File: src/rtl/keypad_scanner.sv
// keypad_scanner: 4x4 matrix keypad scanner.
// Drives one row at a time, samples the synchronized columns at the end of
// each row dwell, and reports a single accepted key with a one-cycle strobe.
// Optional feature macro: KEYPAD_DEBOUNCE_EN
//   defined   -> press and release must be stable for DEBOUNCE_CYCLES samples
//   undefined -> no debounce counters; accept on the first valid sample and
//                release on the first all-zero column sample
module keypad_scanner #(
  parameter int SCAN_DIV        = 16,
  parameter int DEBOUNCE_CYCLES = 1000
) (
  input  logic       clk,
  input  logic       nRst,
  input  logic [3:0] columns,
  output logic [3:0] rows,
  output logic       strobe,
  output logic [7:0] cur_key,
  output logic       key_down
);

  localparam int            DW         = $clog2(SCAN_DIV + 1);
  localparam logic [DW-1:0] DWELL_LAST = DW'(SCAN_DIV - 1);

  typedef enum logic [1:0] {
    SCAN     = 2'd0,
    DEBOUNCE = 2'd1,
    HELD     = 2'd2
  } state_t;

  state_t        state_reg;
  logic [3:0]    col_meta_reg;
  logic [3:0]    colsync;
  logic [DW-1:0] dwell_reg;
  logic [3:0]    rows_reg;
  logic          strobe_reg;
  logic [7:0]    cur_key_reg;
  logic          key_down_reg;
  logic          col_single;
  logic          col_zero;

`ifdef KEYPAD_DEBOUNCE_EN
  localparam int            CW       = $clog2(DEBOUNCE_CYCLES + 1);
  localparam logic [CW-1:0] CNT_LAST = CW'(DEBOUNCE_CYCLES);

  logic [CW-1:0] deb_cnt_reg;
  logic [CW-1:0] rel_cnt_reg;
  logic [7:0]    cap_key_reg;
`endif

  // Out-of-range parameters elaborate a visibly named block for inspection.
  generate
    if (SCAN_DIV < 2 || DEBOUNCE_CYCLES < 1) begin : g_param_out_of_range
    end
  endgenerate

  // Exactly one column bit set: x != 0 and x & (x-1) == 0.
  assign col_single = (colsync != 4'd0) && ((colsync & (colsync - 4'd1)) == 4'd0);
  assign col_zero   = (colsync == 4'd0);

  assign rows     = rows_reg;
  assign strobe   = strobe_reg;
  assign cur_key  = cur_key_reg;
  assign key_down = key_down_reg;

  // Two-flop synchronizer for the asynchronous column lines.
  always_ff @(posedge clk or negedge nRst) begin
    if (!nRst) begin
      col_meta_reg <= 4'd0;
      colsync      <= 4'd0;
    end else begin
      col_meta_reg <= columns;
      colsync      <= col_meta_reg;
    end
  end

  // Scan / debounce / held state machine with registered outputs.
  always_ff @(posedge clk or negedge nRst) begin
    if (!nRst) begin
      state_reg    <= SCAN;
      dwell_reg    <= '0;
      rows_reg     <= 4'b1000;
      strobe_reg   <= 1'b0;
      cur_key_reg  <= 8'h00;
      key_down_reg <= 1'b0;
`ifdef KEYPAD_DEBOUNCE_EN
      deb_cnt_reg  <= '0;
      rel_cnt_reg  <= '0;
      cap_key_reg  <= 8'h00;
`endif
    end else begin
      strobe_reg <= 1'b0;
      case (state_reg)
        SCAN: begin
          if (dwell_reg != DWELL_LAST) begin
            dwell_reg <= dwell_reg + DW'(1);
          end else if (col_single) begin
`ifdef KEYPAD_DEBOUNCE_EN
            cap_key_reg <= {rows_reg, colsync};
            deb_cnt_reg <= '0;
            state_reg   <= DEBOUNCE;
`else
            cur_key_reg  <= {rows_reg, colsync};
            strobe_reg   <= 1'b1;
            key_down_reg <= 1'b1;
            state_reg    <= HELD;
`endif
          end else begin
            rows_reg  <= {rows_reg[0], rows_reg[3:1]};
            dwell_reg <= '0;
          end
        end

        DEBOUNCE: begin
`ifdef KEYPAD_DEBOUNCE_EN
          if (colsync != cap_key_reg[3:0]) begin
            // Bounce: rescan the same row from the start of its dwell.
            dwell_reg <= '0;
            state_reg <= SCAN;
          end else if (deb_cnt_reg == CNT_LAST) begin
            cur_key_reg  <= cap_key_reg;
            strobe_reg   <= 1'b1;
            key_down_reg <= 1'b1;
            rel_cnt_reg  <= '0;
            state_reg    <= HELD;
          end else begin
            deb_cnt_reg <= deb_cnt_reg + CW'(1);
          end
`else
          dwell_reg <= '0;
          state_reg <= SCAN;
`endif
        end

        HELD: begin
`ifdef KEYPAD_DEBOUNCE_EN
          if (!col_zero) begin
            // Any activity, including a different column, restarts release.
            rel_cnt_reg <= '0;
          end else if (rel_cnt_reg == CNT_LAST) begin
            key_down_reg <= 1'b0;
            rows_reg     <= {rows_reg[0], rows_reg[3:1]};
            dwell_reg    <= '0;
            state_reg    <= SCAN;
          end else begin
            rel_cnt_reg <= rel_cnt_reg + CW'(1);
          end
`else
          if (col_zero) begin
            key_down_reg <= 1'b0;
            rows_reg     <= {rows_reg[0], rows_reg[3:1]};
            dwell_reg    <= '0;
            state_reg    <= SCAN;
          end
`endif
        end

        default: begin
          dwell_reg <= '0;
          state_reg <= SCAN;
        end
      endcase
    end
  end

endmodule

File: config.mk
export PLATFORM = sky130hd
export DESIGN_NAME = keypad_scanner
export DESIGN_NICKNAME = d
export VERILOG_FILES = /design/src/rtl/keypad_scanner.sv
export SDC_FILE = /design/constraint.sdc
export NUM_CORES = 1
export LEC_CHECK = 0
export ABC_CLOCK_PERIOD_IN_PS = 2400
export BUFFER_PORTS_ARGS = -buffer_cell sky130_fd_sc_hd__buf_2
export CAP_MARGIN = 15
export CORE_ASPECT_RATIO = 1.1
export CORE_MARGIN = 3
export CORE_UTILIZATION = 52
export CTS_CLUSTER_SIZE = 16
export DETAILED_ROUTE_END_ITERATION = 8
export PLACE_DENSITY = 0.77
export SLEW_MARGIN = 10
export SYNTH_ARGS = -nofsm -noshare
export SYNTH_HDL_FRONTEND = slang
export SYNTH_SLANG_ARGS = --single-unit
File: constraint.sdc
create_clock -name clk -period 2.4 [get_ports clk]
set_clock_uncertainty 0.1 [all_clocks]
set_input_delay 0.48 -clock clk [delete_from_list [all_inputs] [get_ports clk]]
set_output_delay 0.48 -clock clk [all_outputs]
set_load 0.005 [all_outputs]
# Word level (Yosys, flattened, before mapping)
# Cells that the tools add are included.
[word_totals]
ff_bits = 29
in_bits = 6
output_inout_bits = 14
[classes]
add_sub_neg = 2
n_eq_ne = 7
mux = 19
n_bitwise = 2
reduce_logical = 11
[op_table]
columns = ["operator", "count"]
rows = [
  ["$mux W5", 3],
  ["$mux W4", 3],
  ["$pmux W5 S2", 1],
  ["$logic_not A4 Y1", 2],
  ["$ne A2 B2 Y1 const B", 4],
  ["$pmux W4 S2", 1],
  ["$reduce_and A4 Y1", 2],
  ["$mux W1", 6],
  ["$mux W2", 3],
  ["$reduce_and A3 Y1", 2],
  ["$add A5 B1 Y5 const B", 1],
  ["$ne A5 B4 Y1 const B", 1],
  ["$and A4 B4 Y4", 1],
  ["$pmux W2 S2", 1],
  ["$reduce_bool A4 Y1", 1],
  ["$sub A4 B1 Y4 const B", 1],
  ["$ne A3 B3 Y1 const B", 1],
  ["$eq A2 B2 Y1 const B", 1],
  ["$logic_not A2 Y1", 1],
  ["$pmux W1 S2", 1],
  ["$reduce_and A2 Y1", 1],
  ["$reduce_bool A2 Y1", 1],
  ["$logic_and A1 B1 Y1", 1],
  ["$not A1 Y1", 1],
]

# Logic depth before layout (Yosys ltp)
# Gate-level depths: netlist of run 1.
[logic_depth]
word_depth = 7
depth_mapped = 6
depth_no_buf = 5

# Least setup slack after synthesis of run 1
# No wires, ideal clock.
[synth_path]
path_kind = "reg2reg"
startpoint = "register dwell_reg[0]"
endpoint = "register rows_reg[0] (netlist: rows[0])"
setup_time_ns = 0.128
arrival_time_ns = 1.555
setup_slack_ns = 0.617
path_stages_with_launch = 7
path_buffers = 1
period_less_slack_ns = 1.783
cell_sequence = "dfrtp_1 -> ha_1 -> and4b_1 -> buf_2 -> nor2_1 -> a21oi_4 -> mux2_1"
[synth_via]
elab_chain_len = 3
[synth_lines]
columns = ["item", "line_no", "source"]
rows = [
  ["start: declaration", "33", "logic [DW-1:0] dwell_reg;"],
  ["start signal: assignment", "95", "dwell_reg <= dwell_reg + DW'(1);"],
  ["$ne A5 B4 Y1", "94", "if (dwell_reg != DWELL_LAST) begin"],
  ["$ne A2 B2 Y1 (no line)", "--", ""],
  ["$reduce_and A4 Y1 (no line)", "--", ""],
  ["end signal: assignment", "108", "rows_reg <= {rows_reg[0], rows_reg[3:1]};"],
  ["end signal: assignment", "150", "rows_reg <= {rows_reg[0], rows_reg[3:1]};"],
  ["end: declaration", "34", "logic [3:0] rows_reg;"],
]
# No other way between the ends.
# A chain may end at the register's enable or synchronous reset.

# Worst setup path in the final report of run 1
[layout_path]
startpoint = "register dwell_reg[0]"
endpoint = "register rows_reg[2] (netlist: rows[2])"
# The elaborated chain is that of the path after synthesis.

==> results of run 1 <==
[how the worst max path moves through the flow]
stage / from / endpoint / slack [ns] / cells after the start
after floorplan: dwell_reg[0] / rows[0] / 0.62 / 6
after global placement: dwell_reg[0] / rows[2] / 0.61 / 5
after detailed placement: dwell_reg[0] / rows[2] / 0.48 / 5
after CTS: dwell_reg[0] / rows[2] / 0.47 / 5
after global routing: dwell_reg[0] / rows[2] / 0.37 / 5
final: dwell_reg[0] / rows[2] / 0.47 / 5
[cell usage after synthesis (2+ instances only)]
cell type  instances  area [um^2]
o21ai_1            2        10.01
inv_1              4        15.01
nand2_1            3        11.26
nor2_1             3        11.26
mux2_1             3        33.78
dfrtp_1           26        650.6
mux2_2             8        90.09
[kinds of logic after synthesis]
group                    synth area share (%)
flip-flops                              63.05
adder cells (fa/ha/maj)                 2.098
XOR/XNOR                                1.632
multiplexers                            12.94
AND/OR/NAND/NOR                         9.557
buffers and inverters                   1.864
AO/OA/AOI/OAI                           8.859
[routing by layer]
layer  vias up  part of all wire, %  wire, um
met3         2                  4.4        75
met2        15                   49       840
met4         0                 0.87        15
met5         -                    0         0
met1       333                   46       790
li1        310                    -         -
[area by class of cell]
| cell class | count | area (um^2) |
|---|---|---|
| flip-flops and latches | 27 | 676.9 |
| multi-input cells | 42 | 376.6 |
| repair buffers | 19 | 95.09 |
| clock buffers | 4 | 26.28 |
| fillers | 152 | 638.1 |
| well taps | 27 | 33.78 |
| inverters | 4 | 15.01 |
[metrics by stage]
| step | std cells | setup WS [ns] | power (mW) |
|---|---|---|---|
| after floorplan | 74 | 0.6174 | 0.7997 |
| after global placement | 119 | 0.6060 | 0.8757 |
| after detailed placement | 119 | 0.4759 | 0.8905 |
| after CTS | 123 | 0.4707 | 1.077 |
| after global routing | 123 | 0.3742 | 1.135 |
| final | 123 | 0.4683 | 1.068 |
[power groups by stage]
stage	registers (mW)	clock network, mW	logic, mW
after global placement	0.601	0	0.274
after global routing	0.614	0.213	0.308
after floorplan	0.598	0	0.202
after detailed placement	0.608	0	0.283
after CTS	0.599	0.194	0.284
final	0.599	0.191	0.278
==> impl_metrics.csv, run 1 <==
group,metric,value,unit
timing,rsz0062_at_grt,"no",
timing,period_needed,1.932,ns
die,rows,16,
clock_tree,cts_buffers,3,
layout,fin_nets,104,
yosys,ys_seq_area_share,63.05,%
yosys,mappedNetlistArea,1074,um^2
worst_hold_path,hp-class,"in2async",
grt,grtUsageMet1,18.68,%
routing,drc_errors,0,
die,pin_count,20,
layout,mostFrequentLayoutCells,"dfrtp_1 (26), buf_2 (19), mux2_2 (8)",
power,internal_power,0.7370,mW
yosys,synthArstFlopShare,100.0,%
clock_tree,clock_latency,0.32,ns
timing,fin_crit_sh,80.49,%
timing,slew_headroom,61.38,%
layout,largest_register_ff_count,8,
outcome,status,"completed",
grt,grt_pass1_wl,2.884,mm
placement,place_congestion,0.8600,
routing,ant_nets,0,
die,fp.dieArea,2646,um^2
power,p_sw,0.3311,mW
die,core-area,1862,um^2
layout,antenna_cells,0,
layout,final_core_util,65.73,%
critical_path,worstReg2RegStart,"dwell_reg[0]",
critical_path,start_kind,"flop",
routing,routed_wl,1.721,mm
critical_path,critPathMaxFanout,5,
grt,grt_max_degree,28,
critical_path,crit_slowest_cell,"dfrtp_1",
grt,grt_pass1_vias,658,
layout,fin_area,1224,um^2
critical_path,reg2regPathDepth,5,
placement,place_area,1197,um^2
clock_tree,cts_root_buffer,"clkbuf_4",
placement,place_hpwl,1.266,mm
timing,worstMarginPinSlew,0.5793,ns
clock_tree,cts_htree_levels,1,
timing,hold_viol,0,
power,combPwrFrac,26.0,%
critical_path,crit_chain,"ha_1 -> and4b_1 -> nor2_1 -> a21oi_4 -> mux2_1",
routing,viasPerCell,5.366,
critical_path,worstSetupPathType,"reg2reg",
clock_tree,clkSinkCount,27,
critical_path,required,2.52,ns
yosys,avgSynthCellArea,14.51,um^2
grt,met2_usage,25.67,%
yosys,ys.warnings.count,0,
die,die_x,49.32,um
grt,use_met3,3.601,%
power,power_frac_clock,17.9,%
layout,layout_commonest_cell,"dfrtp_1",
routing,drtIter0Drc,9,
critical_path,cp_num_buf_inv,0,
power,peakVddDrop,0.0006920,V
grt,overflow,0,
timing,hold_ws,0.03824,ns
grt,grtUsageTotal,14.81,%
routing,avgRoutedWirePerCell,13.99,um
clock_tree,cts_buffer_depth,2,
yosys,yosys.cell_types.count,32,
yosys,synth-edff-count,0,
yosys,syn_inst,74,
power,p_per_area,872.8,nW/um^2
critical_path,r2r_setup_slack,0.47,ns
grt,antenna_found_initial,0,
critical_path,r2r_end,"rows[2]",
yosys,ys_ff_latch,27,
timing,finalSetupViolCount,0,
placement,io_buffer_count,19,
timing,max_freq,517.7,MHz
power,power.leakage,0.6267,nW
layout,drive_gt1_share,40.63,%
routing,num_vias,660,
yosys,ys.flop_type,"dfrtp_1",
critical_path,slowest_delay,0.42,ns
critical_path,crit_family,"simple AND/OR/NAND/NOR gates",
power,power_frac_seq,56.1,%
critical_path,cp.arrival,2.05,ns
clock_tree,cts_tree,"done",
clock_tree,cts_resized,0,
clock_tree,hold_buffers,0,
critical_path,crit_path_end_kind,"flop",
timing,slew_viol_final,0,
routing,drtPass1Iterations,4,
grt,top_usage_layer,"met2",
timing,setup_tns,0,ns
die,die_height,53.66,um
layout,syn_to_final_growth,13.99,%
flow_run,cap_violations,0,
clock_tree,clkTransAtPathRegs,0.14,ns
yosys,synth_fp_nets,81,
power,switching_share,31.00,%
die,start_util,57.66,%
clock_tree,post-cts-setup-buffers,0,
No activity file was read; power rests on OpenSTA's default activity.
==> run 2: changes to the inputs <==
--- a/config.mk
+++ b/config.mk
@@ -5,15 +5,16 @@
 export SDC_FILE = /design/constraint.sdc
 export NUM_CORES = 1
 export LEC_CHECK = 0
-export ABC_CLOCK_PERIOD_IN_PS = 2400
+export ABC_AREA = 1
+export ABC_CLOCK_PERIOD_IN_PS = 1700
 export BUFFER_PORTS_ARGS = -buffer_cell sky130_fd_sc_hd__buf_2
 export CAP_MARGIN = 15
 export CORE_ASPECT_RATIO = 1.1
 export CORE_MARGIN = 3
-export CORE_UTILIZATION = 52
+export CORE_UTILIZATION = 48
 export CTS_CLUSTER_SIZE = 16
 export DETAILED_ROUTE_END_ITERATION = 8
-export PLACE_DENSITY = 0.77
+export PLACE_DENSITY = 0.75
 export SLEW_MARGIN = 10
 export SYNTH_ARGS = -nofsm -noshare
 export SYNTH_HDL_FRONTEND = slang
==> constraint.sdc (replaced) <==
create_clock -name clk -period 1.7 [get_ports clk]
set_clock_uncertainty 0.1 [all_clocks]
set_input_delay 0.34 -clock clk [delete_from_list [all_inputs] [get_ports clk]]
set_output_delay 0.34 -clock clk [all_outputs]
set_load 0.005 [all_outputs]
==> impl_metrics.csv, run 2 <==
group,metric,value,unit
power,power.leakage,0.7139,nW
critical_path,critPathMaxFanout,7,
layout,fin_nets,147,
yosys,ys.flop_type,"dfrtp_1",
yosys,ys_ff_latch,27,
critical_path,crit_slowest_cell,"dfrtp_1",
die,start_util,52.70,%
die,rows,17,
layout,drive_gt1_share,27.34,%
grt,antenna_found_initial,0,
timing,hold_viol,0,
routing,drtPass1Iterations,5,
worst_hold_path,hp-start,"col_meta_reg[2]",
yosys,yosys.cell_types.count,19,
critical_path,cp.arrival,1.70,ns
yosys,yosysMostFrequentCell,"nand2_1",
power,p_per_area,1167,nW/um^2
yosys,yosysTopAreaCellShare,58.62,%
worst_hold_path,hold_path_depth,0,
layout,layout_commonest_cell,"nand2_1",
yosys,synthArstFlopShare,100.0,%
layout,final_core_util,62.69,%
layout,syn_to_final_growth,18.94,%
clock_tree,post-cts-setup-buffers,0,
clock_tree,clkSinkCount,27,
die,die_height,56.43,um
yosys,synth_compound_area_share,2.029,%
timing,setup_tns,0,ns
critical_path,reg2regPathDepth,5,
yosys,yosys.area_share.xor_xnor,0,%
timing,fin_crit_sh,90.27,%
routing,drc_errors,0,
clock_tree,clock_latency,0.32,ns
critical_path,crit_path_end_kind,"flop",
layout,largest_register_ff_count,8,
critical_path,crit_chain,"ha_1 -> nand4_1 -> nand2_1 -> or2_2 -> nand2_1",
power,peakVddDrop,0.0007620,V
timing,period_needed,1.535,ns
timing,worstMarginPinSlew,0.5590,ns
yosys,ys_seq_area_share,60.99,%
yosys,synthMuxAreaShare,0,%
grt,grt_pass1_wl,3.477,mm
yosys,synthAdderAreaFrac,1.127,%
yosys,synth_simple_gate_area_share,34.16,%
layout,n_fill_cell,173,
yosys,syn_inst,111,
routing,avgRoutedWirePerCell,11.44,um
routing,drtIter0Drc,15,
yosys,synth_top_cells_by_count,"nand2_1 (44), dfrtp_1 (26), nand3_1 (8)",
clock_tree,cts_tree,"done",
yosys,ys.warnings.count,0,
layout,antenna_cells,0,
die,fp.dieArea,2926,um^2
yosys,synth-edff-count,0,
routing,viasPerCell,5.060,
routing,routed_wl,1.911,mm
grt,grt_max_degree,28,
clock_tree,clkTransAtPathRegs,0.14,ns
critical_path,slowest_delay,0.44,ns
die,pin_count,20,
critical_path,r2r_setup_slack,0.17,ns
critical_path,worstSetupPathType,"reg2reg",
outcome,status,"completed",
yosys,synth_top_family_by_area,"simple AND/OR/NAND/NOR gates",
critical_path,r2r_end,"dwell_reg[0]",
timing,slew_viol_final,0,
clock_tree,cts_root_buffer,"clkbuf_4",
placement,place_congestion,0.6889,
worst_hold_path,hold_end,"colsync[2]",
routing,ant_nets,0,
critical_path,path_common_cell,"nand2_1",
yosys,mappedNetlistArea,1110,um^2
critical_path,worstReg2RegStart,"dwell_reg[0]",
die,die_x,51.85,um
yosys,avgSynthCellArea,9.998,um^2
clock_tree,cts_buffer_depth,2,
clock_tree,cts_htree_levels,1,
yosys,yosys.area.top_type,"dfrtp_1",
worst_hold_path,hp-class,"reg2reg",
critical_path,start_kind,"flop",
timing,finalSetupViolCount,0,
critical_path,required,1.86,ns
grt,grt_pass1_vias,826,
grt,grtUsageTotal,15.36,%
die,core-area,2106,um^2
placement,io_buffer_count,19,
grt,overflow,0,
yosys,synth_fp_nets,118,
timing,slew_headroom,62.74,%
clock_tree,cts_buffers,3,
timing,max_freq,651.6,MHz
timing,rsz0062_at_grt,"no",
placement,place_hpwl,1.366,mm
routing,num_vias,845,
flow_run,cap_violations,0,
yosys,synthTopCellsByArea,"dfrtp_1 (59%), nand2_1 (15%), nand4_1 (3.9%)",
layout,mostFrequentLayoutCells,"nand2_1 (44), dfrtp_1 (26), buf_2 (19)",
power,total_power,1.541,mW
[run 2: changes by cell type after synthesis, moves of 3 or more]
cell,before,now
nand3_1,1,8
mux2_1,3,0
mux2_2,8,0
nand2_2,0,6
nand4_1,1,7
nand2_1,3,44
[run 2: layout make-up]
class                           instances  area [um^2]  share of cell area, %
Multi-Input combinational cell         79        414.1                  31.37
Clock buffer                            3        22.52                  1.706
Clock inverter                          1        7.507                 0.5687
Timing Repair Buffer                   24        145.1                  11.00
Inverter                                5        18.77                  1.422
Sequential cell                        27        676.9                  51.28
Tap cell                               28        35.03                  2.654
[run 2: logic make-up after synthesis]
logic type,after synthesis
adder cells (fa/ha/maj),1
AO/OA/AOI/OAI,4
AND/OR/NAND/NOR,74
flip-flops,27
buffers and inverters,5
[run 2: worst max-delay path by stage]
stage               cells past startpoint          from  slack (ns)      endpoint
finish                                  5  dwell_reg[0]        0.17  dwell_reg[0]
global route                            8  dwell_reg[0]        0.09       rows[0]
CTS                                     5  dwell_reg[0]        0.19  dwell_reg[0]
detailed placement                      5  dwell_reg[0]        0.22  dwell_reg[0]
global placement                        5  dwell_reg[0]        0.28  dwell_reg[0]
floorplan                               5  dwell_reg[0]        0.33  dwell_reg[0]
[run 2: critical path: cells and delay by family, from the launching register on]
kind	cells	cell delay [ns]
AND/OR/NAND/NOR	4	0.69
adder cells (fa/ha/maj)	1	0.26
flip-flops	1	0.44
[run 2: timing repair]
item                                   CTS  global route
endpoints found under the hold margin   30             0
resized for setup                        0             0
hold buffers                             5             0
setup endpoints to repair                0             0
[run 2: power by group]
| group | internal, mW | leakage [nW] | switching, mW |
|---|---|---|---|
| Sequential | 0.750 | 0.341 | 0.0926 |
| Combinational | 0.173 | 0.359 | 0.255 |
| Clock | 0.0898 | 0.0139 | 0.180 |
[run 2: routing by layer]
metal  wire length [um]  share of wire, %  GRT usage [%]
met5                  0                 0              0
met3                102               5.3          3.183
met2                937                49          23.34
met1                857                45          20.86
met4                 14              0.73          6.742
[run 2: stage by stage]
stage	instances	area (um^2)	hold WS, ns	setup WS [ns]
after floorplan	111	1110	-0.05559	0.3288
after global placement	158	1240	0.2321	0.2829
after detailed placement	158	1240	0.2347	0.2191
after CTS	167	1320	0.2680	0.1863
after global routing	167	1320	0.2817	0.09422
final	167	1320	0.2675	0.1654
==> run 3: changes to the inputs <==
--- a/config.mk
+++ b/config.mk
@@ -9,9 +9,11 @@
 export ABC_CLOCK_PERIOD_IN_PS = 1700
 export BUFFER_PORTS_ARGS = -buffer_cell sky130_fd_sc_hd__buf_2
 export CAP_MARGIN = 15
+export CELL_PAD_IN_SITES_DETAIL_PLACEMENT = 0
+export CELL_PAD_IN_SITES_GLOBAL_PLACEMENT = 1
 export CORE_ASPECT_RATIO = 1.1
 export CORE_MARGIN = 3
-export CORE_UTILIZATION = 48
+export CORE_UTILIZATION = 37
 export CTS_CLUSTER_SIZE = 16
 export DETAILED_ROUTE_END_ITERATION = 8
 export PLACE_DENSITY = 0.75
==> impl_metrics.csv, run 3 (synthesis gave the netlist of run 2 again) <==
group,metric,value,unit
die,core-area,2828,um^2
timing,rsz0062_at_grt,"no",
layout,fin_nets,147,
grt,grtUsageTotal,11.40,%
timing,slew_headroom,60.96,%
routing,drc_errors,0,
timing,hold_viol,0,
routing,avgRoutedWirePerCell,11.40,um
placement,place_hpwl,1.414,mm
timing,finalSetupViolCount,0,
power,p_per_area,1172,nW/um^2
die,rows,20,
placement,place_congestion,0.8187,
grt,grt_pass1_vias,772,
critical_path,cp_num_buf_inv,0,
routing,ant_nets,0,
die,fp.dieArea,3693,um^2
clock_tree,cts_buffers,3,
clock_tree,cts_buffer_depth,2,
critical_path,critPathMaxFanout,7,
routing,num_vias,802,
layout,syn_to_final_growth,19.50,%
clock_tree,clock_latency,0.33,ns
routing,routed_wl,1.961,mm
power,peakVddDrop,0.0006123,V
layout,layout.cells.non_filler,172,
worst_hold_path,hp-class,"reg2reg",
timing,period_needed,1.522,ns
critical_path,cp.arrival,1.70,ns
critical_path,slowest_delay,0.45,ns
die,die_height,63.44,um
timing,worstMarginPinSlew,0.5856,ns
timing,max_freq,657.1,MHz
grt,grt_pass1_wl,3.332,mm
die,die_x,58.22,um
placement,io_buffer_count,19,
layout,n_fill_cell,287,
layout,mostFrequentLayoutCells,"nand2_1 (44), dfrtp_1 (26), buf_2 (19)",
flow_run,cap_violations,0,
die,pin_count,20,
critical_path,worstSetupPathType,"reg2reg",
placement,place_inst,163,
critical_path,required,1.88,ns
clock_tree,cts_resized,0,
grt,antenna_found_initial,0,
timing,setup_tns,0,ns
timing,fin_crit_sh,89.53,%
power,power.leakage,0.7139,nW
critical_path,crit_slowest_cell,"dfrtp_1",
routing,drtIter0Drc,36,
critical_path,crit_path_end_kind,"flop",
timing,slew_viol_final,0,
clock_tree,cts_htree_levels,1,
clock_tree,cts_tree,"done",
grt,grt_max_degree,28,
critical_path,crit_family,"simple AND/OR/NAND/NOR gates",
clock_tree,cts_root_buffer,"clkbuf_4",
routing,drtPass1Iterations,4,
layout,largest_register_ff_count,8,
layout,layout_commonest_cell,"nand2_1",
clock_tree,clkTransAtPathRegs,0.15,ns
critical_path,crit_chain,"ha_1 -> nand4_1 -> nand2_1 -> or2_2 -> nand2_1",
critical_path,start_kind,"flop",
layout,antenna_cells,0,
grt,overflow,0,
outcome,status,"completed",
layout,drive_gt1_share,27.34,%
critical_path,path_common_cell,"nand2_1",
die,start_util,39.25,%
clock_tree,clkSinkCount,27,
routing,viasPerCell,4.663,
==> run 3: cell counts in the layout (fill, tap and decap cells not counted) <==
Identical to the previous run, type by type.
==> run 3: routing by layer <==
metal / track usage (%) / vias up / share of wire (%)
met5: 0 / - / 0
met1: 15.03 / 364 / 47
met4: 3.478 / 0 / 1.4
li1: - / 415 / -
met2: 18.79 / 21 / 46
met3: 2.049 / 2 / 5.5
==> run 3: worst paths after layout <==
check | slack (ns) | to | start | cells after the start
max in group asynchronous | 0.69 | cur_key[6] | nRst | 2
min in group asynchronous | 0.42 | cur_key[5] | nRst | 2
min reg2reg | 0.27 | colsync[1] | col_meta_reg[1] | 0
max | 0.18 | dwell_reg[0] | dwell_reg[0] | 5
min | 0.27 | colsync[1] | col_meta_reg[1] | 0
max reg2reg | 0.18 | dwell_reg[0] | dwell_reg[0] | 5
==> run 3: cell type report <==
type / count / area [um^2] / area share (%)
clock inverter: 1 / 7.507 / 0.5660
clock buffer: 3 / 22.52 / 1.698
tap: 33 / 41.29 / 3.113
timing repair buffer: 24 / 145.1 / 10.94
inverter: 5 / 18.77 / 1.415
sequential: 27 / 676.9 / 51.04
multi-input combinational: 79 / 414.1 / 31.23
==> run 3: timing repair <==
item / 4_1_cts / 5_1_grt
hold buffers: 5 / 0
buffers inserted: 0 / 0
hold endpoints to repair: 30 / 0
==> run 3: through the flow <==
| stage | setup WS [ns] | utilization [%] | area [um^2] | power [mW] | hold slack [ns] |
|---|---|---|---|---|---|
| after floorplan | 0.3288 | - | 1110 | 1.141 | -0.05559 |
| after global placement | 0.2706 | 44.07 | 1246 | 1.261 | 0.2342 |
| after detailed placement | 0.2210 | 44.07 | 1246 | 1.270 | 0.2347 |
| after CTS | 0.1906 | 46.90 | 1326 | 1.568 | 0.2685 |
| after global routing | 0.06561 | 46.90 | 1326 | 1.673 | 0.2775 |
| final | 0.1781 | 46.90 | 1326 | 1.554 | 0.2677 |
==> run 3: power by group <==
| part | leakage [nW] | internal, mW | switching (mW) |
|---|---|---|---|
| clock network | 0.0139 | 0.0902 | 0.197 |
| logic | 0.359 | 0.172 | 0.246 |
| registers | 0.341 | 0.750 | 0.0973 |
